<file path="config.mk">
export PLATFORM = sky130hd
export DESIGN_NAME = async_fifo_wptr_full
export DESIGN_NICKNAME = d
export VERILOG_FILES = /design/src/rtl/async_fifo_wptr_full.sv
export SDC_FILE = /design/constraint.sdc
export NUM_CORES = 1
export LEC_CHECK = 0
export BUFFER_PORTS_ARGS = -buffer_cell sky130_fd_sc_hd__buf_4
export CELL_PAD_IN_SITES_DETAIL_PLACEMENT = 1
export CELL_PAD_IN_SITES_GLOBAL_PLACEMENT = 1
export CORE_AREA = 3 3 71 46
export DETAILED_ROUTE_END_ITERATION = 6
export DIE_AREA = 0 0 74 49
export HOLD_SLACK_MARGIN = 0.08
export PLACE_DENSITY_LB_ADDON = 0.1
export SLEW_MARGIN = 15
export SYNTH_ARGS = -nofsm -noshare
export SYNTH_HDL_FRONTEND = slang
export SYNTH_SLANG_ARGS = --single-unit
</file>
<file path="constraint.sdc">
create_clock -name i_clk -period 3.1 [get_ports i_clk]
set_clock_uncertainty 0.2 [all_clocks]
set_input_delay 0.465 -clock i_clk [delete_from_list [all_inputs] [get_ports i_clk]]
set_output_delay 0.465 -clock i_clk [all_outputs]
set_load 0.02 [all_outputs]
</file>
<file path="src/rtl/async_fifo_wptr_full.sv">
// Write-side pointer, Gray launch register and full/level status
// for an async FIFO; everything here is in the write clock domain.
module async_fifo_wptr_full #(
    parameter int ADDR_WIDTH = 4,
    parameter int AF_SLACK   = 2
) (
    input  logic                  i_clk,
    input  logic                  i_rst,
    input  logic                  i_wr_en,
    input  logic [ADDR_WIDTH:0]   i_rq2_rptr,
    output logic                  o_wr_accept,
    output logic [ADDR_WIDTH-1:0] o_waddr,
    output logic [ADDR_WIDTH:0]   o_wptr,
    output logic                  o_wfull,
    output logic                  o_walmost_full,
    output logic [ADDR_WIDTH:0]   o_wlevel,
    output logic                  o_overflow
);
    localparam int A     = ADDR_WIDTH;
    localparam int DEPTH = 2 ** A;
    localparam logic [A:0] AF_THR = (A+1)'(DEPTH - AF_SLACK);

    logic [A:0] r_wbin;
    logic [A:0] w_wbin_next;
    logic [A:0] w_wgray_next;
    logic [A:0] w_rbin;
    logic [A:0] w_level_next;
    logic [A:0] w_full_cmp;
    logic       w_accept;

    assign w_accept     = i_wr_en & ~o_wfull;
    assign o_wr_accept  = w_accept;
    assign o_waddr      = r_wbin[A-1:0];
    assign w_wbin_next  = r_wbin + {{A{1'b0}}, w_accept};
    assign w_wgray_next = w_wbin_next ^ (w_wbin_next >> 1);
    assign w_level_next = w_wbin_next - w_rbin;
    assign w_full_cmp   = {~i_rq2_rptr[A:A-1], i_rq2_rptr[A-2:0]};

    // Gray to binary: each bit is the XOR of itself and all higher bits
    always_comb begin
        w_rbin = '0;
        for (int i = 0; i <= A; i++) begin
            w_rbin[i] = ^(i_rq2_rptr >> i);
        end
    end

    always_ff @(posedge i_clk) begin
        if (i_rst) begin
            r_wbin         <= '0;
            o_wptr         <= '0;
            o_wfull        <= 1'b0;
            o_walmost_full <= 1'b0;
            o_wlevel       <= '0;
            o_overflow     <= 1'b0;
        end else begin
            r_wbin         <= w_wbin_next;
            o_wptr         <= w_wgray_next;
            o_wfull        <= (w_wgray_next == w_full_cmp);
            o_walmost_full <= (w_level_next >= AF_THR) |
                              (w_wgray_next == w_full_cmp);
            o_wlevel       <= w_level_next;
            o_overflow     <= o_overflow | (i_wr_en & o_wfull);
        end
    end
endmodule

</file>
# --- Word-level counts from Yosys, hierarchy flattened ---
# Index checks and enable logic that the tools add are counted.
# Widths: inputs -> output; s select.
word_totals:
  regBits: 18
  latch_bits: 0
  ramBits: 0
  rom_bits: 0
  input_bits: 8
  output_inout_bits: 18
  wordCells: 22
  mem_count: 0
op_classes:
  n_addsub: 2
  n_mul: 0
  n_div: 0
  magnitude_cmp: 1
  n_eq_ne: 1
  shifts: 0
  n_mux: 0
  n_bitwise: 7
  n_reduce_logical: 5
ops:
  columns: ["operator", "count"]
  rows:
  - ["$reduce_xor 5->1", 5]
  - ["$add 5x1->5", 1]
  - ["$eq 5x5->1", 1]
  - ["$ge 5x4->1 const B", 1]
  - ["$sub 5x5->5", 1]
  - ["$xor 5x4->5", 1]
  - ["$and 1x1->1", 2]
  - ["$not 2->2", 1]
  - ["$or 1x1->1", 2]
  - ["$not 1->1", 1]

# --- Depth between registers and ports, before layout ---
# Gate-level depths: netlist of the first run.
logic_depth:
  depth_word: 6
  ltp_mapped: 11
  ltp_nobuf: 11

# --- Worst setup path after synthesis of the first run ---
# Ideal clock, no wire load.
synth_path:
  kind: "input port to flip-flop"
  from: "input i_wr_en"
  to: "register o_walmost_full"
  setup_time_ns: 0.073
  t_arrival_ns: 2.989
  required_ns: 2.827
  setup_slack_ns: -0.162
  cell_stages: 10
  n_path_buf: 0
  cell_sequence: "nor2b_1 ha_1 ha_1 xor2_1 ha_1 a21oi_1 o21ai_0 xnor3_1 or4_4 o211ai_2"
synth_via:
  elab_chain_cells: 5
  word_cells_on_any_way: 7
  cone_classes: "add/sub (2); order compare (1); eq/ne (1); bitwise (3)"
synth_rtl:
  columns: ["element", "line_no", "text"]
  rows:
  - ["from (decl)", "9", "input logic i_wr_en,"]
  - ["$and 1x1->1 (*)", "31", "assign w_accept = i_wr_en & ~o_wfull;"]
  - ["$add 5x1->5 (*)", "34", "assign w_wbin_next = r_wbin + {{A{1'b0}}, w_accept};"]
  - ["named net w_wbin_next[2]", "24", "logic [A:0] w_wbin_next;"]
  - ["$sub 5x5->5 or $xor 5x4->5 (tied branches)", "36, 35", null]
  - ["$ge 5x4->1 or $eq 5x5->1 (tied branches)", "59, 60", null]
  - ["$or 1x1->1 (*)", "59", "o_walmost_full <= (w_level_next >= AF_THR) |"]
  - ["to (signal assigned)", "59", null]
  - ["to (decl)", "15", "output logic o_walmost_full,"]
# The timed path passes the listed nets; every way through them passes the cells marked *.
# A chain may end at the register's enable or synchronous reset.

# --- Worst setup path after layout of the first run ---
layout_path:
  from: "input i_rq2_rptr[4]"
  to: "register o_walmost_full"
layout_via:
  elab_chain_cells: 4
  word_cells_on_any_way: 10
  cone_classes: "add/sub (1); order compare (1); eq/ne (1); bitwise (2); reduce/logical (5)"
layout_rtl:
  columns: ["element", "line_no", "text"]
  rows:
  - ["from (decl)", "10", "input logic [ADDR_WIDTH:0] i_rq2_rptr,"]
  - ["$reduce_xor 5->1", "43", "w_rbin[i] = ^(i_rq2_rptr >> i);"]
  - ["$sub 5x5->5", "36", "assign w_level_next = w_wbin_next - w_rbin;"]
  - ["$ge 5x4->1", "59", null]
  - ["$or 1x1->1 (*)", "59", null]
# Every way passes the cells marked *; elsewhere a longest branch is shown, timed or not.

==> results of run 1 <==
## cells in the mapped netlist
library cell	count	share of area, %
nor2_1	16	6.8
xnor2_1	6	6.0
xor3_1	2	5.4
or4_4	1	1.3
inv_1	5	2.1
xnor3_1	1	2.6
dfxtp_1	17	39
and3_1	1	0.71
maj3_1	1	1.1
a211oi_1	1	0.86
xor2_1	10	10
a21oi_1	3	1.7
nand2_1	3	1.3
mux2i_1	1	1.1
clkbuf_1	2	0.86
o211ai_1	1	0.86
o211ai_2	1	1.4
nand3_1	2	1.1
nor2b_1	5	3.6
o21ai_0	1	0.57
nor3_1	1	0.57
ha_1	5	7.1
fa_1	1	2.3
xor2_2	1	1.9
## flip-flops by register name, indices dropped and copies added (netlist names)
signal / flops
o_wlevel: 5
o_wfull: 1
o_overflow: 1
o_walmost_full: 1
o_wptr: 4
r_wbin: 5
## cell type report
cell class | count | area [um^2] | area share [%]
well taps | 32 | 40.04 | 3.216
clock inverters | 1 | 5.005 | 0.4020
repair buffers | 35 | 262.8 | 21.11
inverters | 5 | 18.77 | 1.508
flip-flops and latches | 17 | 340.3 | 27.34
multi-input cells | 64 | 536.8 | 43.12
clock buffers | 3 | 41.29 | 3.317
## stage by stage
stage	total power [mW]	area, um^2	hold slack [ns]	util [%]	setup WS [ns]
2_1_floorplan	0.3990	888.4	0.3701	-	0.07406
3_3_place_gp	0.4933	1184	0.2506	45.97	-0.06179
3_5_place_dp	0.4977	1184	0.2790	45.97	-0.1828
4_1_cts	0.6723	1230	0.2549	47.76	0.06980
5_1_grt	0.7099	1245	0.2584	48.35	-0.001352
6_report	0.6609	1245	0.2543	48.35	0.1772
## worst max-delay path by stage
stage | startpoint | to | slack [ns] | cells after the start
after global placement | i_rq2_rptr[4] | o_walmost_full | -0.06 | 12
after detailed placement | i_rq2_rptr[4] | o_walmost_full | -0.18 | 12
final | i_rq2_rptr[4] | o_walmost_full | 0.18 | 12
after CTS | i_rq2_rptr[4] | o_walmost_full | 0.07 | 12
after floorplan | i_wr_en | o_walmost_full | 0.07 | 10
after global routing | i_rq2_rptr[4] | o_walmost_full | -0.001 | 12
## cell families (layout without fill, tap and decap cells)
family | after synthesis | count (layout) | synth area share (%)
buffers and inverters | 7 | 44 | 2.992
and+or+nand+nor | 29 | 29 | 15.38
DFF | 17 | 17 | 38.75
AOI/OAI and AO/OA | 7 | 7 | 5.412
adders and majority gates | 7 | 7 | 10.54
xor gates and xnor gates | 20 | 20 | 25.78
muxes | 1 | 1 | 1.140
## metal layers
| metal | vias to the layer above | wire length [um] |
|---|---|---|
| met3 | 2 | 109 |
| met1 | 340 | 988 |
| met2 | 13 | 959 |
| met5 | - | 0 |
| met4 | 0 | 17 |
| li1 | 356 | - |
## power by group through the flow
stage | clock network [mW] | logic [mW] | registers, mW
3_3_place_gp | 0 | 0.234 | 0.259
2_1_floorplan | 0 | 0.106 | 0.293
4_1_cts | 0.178 | 0.239 | 0.255
3_5_place_dp | 0 | 0.238 | 0.260
5_1_grt | 0.192 | 0.261 | 0.258
6_report | 0.169 | 0.237 | 0.255
## critical path, stage by stage
cell      delay, ns
buf_4          0.13
xor2_2         0.26
xnor2_2        0.17
xor2_1         0.25
xnor2_1        0.10
ha_1           0.23
fa_1           0.39
inv_1          0.07
a21oi_1        0.07
maj3_1         0.38
mux2i_1        0.23
o211ai_2       0.11
==> flow_summary.ini, run 1 <==
[cts]
clk_pin_slew_ns = 0.07
cts.sinks = 17
root_buffer = clkbuf_8
h-tree-depth = 1
clk_latency_ns = 0.26
cts-hold-fix-buffers = 0
cts_resized = 0
cts_setup_buffers = 0
cts_tree = yes
clockBufferDepth = 2
cts_buffers = 3

[placed_design]
io_buffer_count = 25
hpwl_mm = 1.714
dp_cells = 153
place_congestion = 0.8043

[worst_hold_path]
min-delay-start = i_wr_en
hold_depth = 3
holdCritPathClass = in2reg
holdPathEnd = o_overflow

[yosys]
ys_seq_area_share_pct = 38.75
ys_types = 24
syn-cell-area_um2 = 878.3
syn_area_per_cell_um2 = 9.981
synthCells = 88
synth_warnings = 0
synth_seq_cells = 17
synth_fp_nets = 102

[final_layout]
drive_gt1_share_pct = 36.80
syn2layout_area_growth_pct = 41.74
final_common_cell = buf_4
layout_common_cells = 35 x buf_4, 17 x dfxtp_1, 16 x nor2_1
fin_cells = 157
fin_nets = 140
num_antenna_cells = 0
n_fill_cell = 296

[power]
internal_power_uw = 451.0
p_leak_nw = 0.6302
clkPwrFrac_pct = 25.6
power_frac_seq_pct = 38.5
switching_share_pct = 31.76
ir_drop_mv = 0.3366
p_comb_share_pct = 35.9
switching_power_uw = 209.9
power_density_mw_per_mm2 = 530.9

[sta]
fin_tns_setup_ns = 0
slew-limit-headroom_pct = 72.53
drv_slew = 0
max_freq_mhz = 342.1
period_needed_ns = 2.923
hold_viol = 0
period_share_pct = 94.28
tightest_slew_ns = 0.4096
setup-violations-final = 0

[global_routing]
top_usage_layer = met2
antenna_found_initial = 0
grt_max_degree = 18
met1_usage_pct = 15.72
met3_usage_pct = 5.144
grtUsageMet2_pct = 19.85
grt_pass1_wl_mm = 3.443
gr-total-overflow = 0
grt_use_total_pct = 12.37
grt_pass1_vias = 745

[detailed_routing]
first_pass_iters = 2
drc_errors = 0
wire_per_inst_um = 13.22
via_per_inst = 4.529
wirelength_mm = 2.075
drt_iter0_markers = 7
vias = 711
ant_nets = 0

[floorplan]
die_w_um = 74
rows = 14
die_h_um = 49
core_area_mm2 = 0.002575
die-area_mm2 = 0.003626
start_util_pct = 34.11
ios = 26

[worst_setup_path]
crit_fanout = 2
worstPathRequired_ns = 3.04
worstReg2RegStart = o_wfull
r2r-end = o_walmost_full
critPathKind = in2reg
r2r_setup_slack_ns = 0.32
start_kind = input port
r2r_cells = 10
cp-end-kind = register
arrival_ns = 2.87

[status]
status = finished clean

[run]
maxCapViolCount = 0
Note: power is estimated with default switching activity, not from simulation.
==> inputs of run 2 (changes only) <==
--- a/config.mk
+++ b/config.mk
@@ -8,9 +8,9 @@
 export BUFFER_PORTS_ARGS = -buffer_cell sky130_fd_sc_hd__buf_4
 export CELL_PAD_IN_SITES_DETAIL_PLACEMENT = 1
 export CELL_PAD_IN_SITES_GLOBAL_PLACEMENT = 1
-export CORE_AREA = 3 3 71 46
+export CORE_AREA = 3 3 65 43
 export DETAILED_ROUTE_END_ITERATION = 6
-export DIE_AREA = 0 0 74 49
+export DIE_AREA = 0 0 68 46
 export HOLD_SLACK_MARGIN = 0.08
 export PLACE_DENSITY_LB_ADDON = 0.1
 export SLEW_MARGIN = 15
==> constraint.sdc (replaced) <==
create_clock -name i_clk -period 3.64 [get_ports i_clk]
set_clock_uncertainty 0.2 [all_clocks]
set_input_delay 0.546 -clock i_clk [delete_from_list [all_inputs] [get_ports i_clk]]
set_output_delay 0.546 -clock i_clk [all_outputs]
set_load 0.02 [all_outputs]
==> run 2 against run 1 <==
Combinational power decreased by 23%; clock power is 15% lower; worst hold slack better by 0.033 ns; sequential power fell by 15%; cell count decreased by 7.0%; via count decreased by 6.8%; total power fell by 18%; die area is 14% lower; global-route usage up 1.9 points; critical endpoint unchanged; largest cell class unchanged.
==> flow_summary.ini, run 2 (synthesis gave the netlist of run 1 again) <==
[final_layout]
fin_nets = 131
fin_cells = 146
reg_top3 = o_wlevel: 5 flops, r_wbin: 5 flops, o_wptr: 4 flops
num_antenna_cells = 0
syn2layout_area_growth_pct = 30.91
final_common_cell = buf_4
n_fill_cell = 268
regArea_um2 = 340.3
drive_gt1_share_pct = 28.45
multi_input_area_um2 = 511.7
layout_common_cells = 26 x buf_4, 17 x dfxtp_1, 16 x nor2_1

[floorplan]
ios = 26
die-area_mm2 = 0.003128
die_w_um = 68
start_util_pct = 40.30
die_h_um = 46
rows = 13
core_area_mm2 = 0.002180

[worst_hold_path]
hold_depth = 2
holdCritPathClass = reg2reg
min-delay-start = o_overflow
holdPathEnd = o_overflow

[sta]
drv_slew = 0
setup-violations-final = 0
slew-limit-headroom_pct = 72.10
rsz0062_at_grt = no
tightest_slew_ns = 0.4160
hold_viol = 0
fin_tns_setup_ns = 0
period_share_pct = 88.85
max_freq_mhz = 309.2
period_needed_ns = 3.234

[detailed_routing]
wire_per_inst_um = 12.99
via_per_inst = 4.541
wirelength_mm = 1.897
ant_nets = 0
drc_errors = 0
first_pass_iters = 3
vias = 663
drt_iter0_markers = 4

[cts]
clockBufferDepth = 2
root_buffer = clkbuf_8
cts_tree = yes
cts-hold-fix-buffers = 0
cts_setup_buffers = 0
h-tree-depth = 1
cts_buffers = 3
cts_resized = 0
cts.sinks = 17
clk_pin_slew_ns = 0.07
clk_latency_ns = 0.25

[global_routing]
gr-total-overflow = 0
grt_pass1_wl_mm = 3.215
antenna_found_initial = 0
grt_max_degree = 18
grt_pass1_vias = 690
grt_use_total_pct = 14.25

[power]
ir_drop_mv = 0.2420
power_density_mw_per_mm2 = 471.6
p_leak_nw = 0.5779

[worst_setup_path]
start_kind = input port
r2r_setup_slack_ns = 0.70
worstReg2RegStart = o_wfull
cp-end-kind = register
arrival_ns = 3.17
critPathKind = in2reg
r2r-end = o_walmost_full
worstPathRequired_ns = 3.58
crit_fanout = 3
r2r_cells = 10

[placed_design]
dp_cells = 142
hpwl_mm = 1.469
io_buffer_count = 25
place_congestion = 0.7898

[run]
maxCapViolCount = 0

[status]
status = finished clean
[run 2: cell count changes in the layout (fill, tap and decap cells not counted)]
cell,change
buf_4,-9
nor2b_1,+1
nor2b_2,-1
xnor2_1,+1
xnor2_2,-1
xor2_1,+2
xor2_2,-2
[run 2: layout make-up]
| class | count | share of cell area (%) |
|---|---|---|
| repair buffers | 26 | 16.97 |
| inverters | 5 | 1.632 |
| flip-flops and latches | 17 | 29.60 |
| multi-input cells | 64 | 44.51 |
| clock inverters | 1 | 0.4353 |
| well taps | 30 | 3.264 |
| clock buffers | 3 | 3.591 |
[run 2: routing by layer]
| metal | GRT usage (%) | up-vias | wire length [um] |
|---|---|---|---|
| li1 | - | 341 | - |
| met1 | 18.57 | 306 | 954 |
| met2 | 22.22 | 14 | 814 |
| met3 | 4.691 | 2 | 113 |
| met4 | 4.743 | 0 | 14 |
| met5 | 0 | - | 0 |
[run 2: worst max-delay path by stage]
stage,startpoint,end,slack [ns],cells past startpoint
floorplan,i_wr_en,o_walmost_full,0.30,10
global placement,i_rq2_rptr[4],o_walmost_full,0.24,12
detailed placement,i_rq2_rptr[4],o_walmost_full,0.18,12
CTS,i_rq2_rptr[4],o_walmost_full,0.41,12
global route,i_rq2_rptr[4],o_walmost_full,0.22,12
finish,i_rq2_rptr[4],o_walmost_full,0.41,12
[run 2: metrics by stage]
stage	util, %	cell area (um^2)	setup WS, ns	total power, mW	hold WS (ns)
after floorplan	-	878.3	0.2966	0.3393	0.3701
after global placement	50.63	1104	0.2366	0.4001	0.2530
after detailed placement	50.63	1104	0.1836	0.4038	0.2708
after CTS	52.76	1150	0.4140	0.5495	0.2908
after global routing	52.76	1150	0.2153	0.5826	0.3182
final	52.76	1150	0.4058	0.5422	0.2877
[run 2: critical path, stage by stage]
cell and delay [ns]:
buf_4 0.12, xor2_1 0.31, xnor2_1 0.21, xor2_1 0.34, xnor2_1 0.11, ha_1 0.23
fa_1 0.41, inv_1 0.08, a21oi_1 0.08, maj3_1 0.37, mux2i_1 0.24, o211ai_2 0.12
[run 2: power breakdown]
| group | total, mW | internal (mW) | switching, mW |
|---|---|---|---|
| Sequential | 0.216 | 0.209 | 0.00741 |
| Combinational | 0.183 | 0.0830 | 0.100 |
| Clock | 0.143 | 0.0760 | 0.0667 |
| Total | 0.542 | 0.368 | 0.174 |
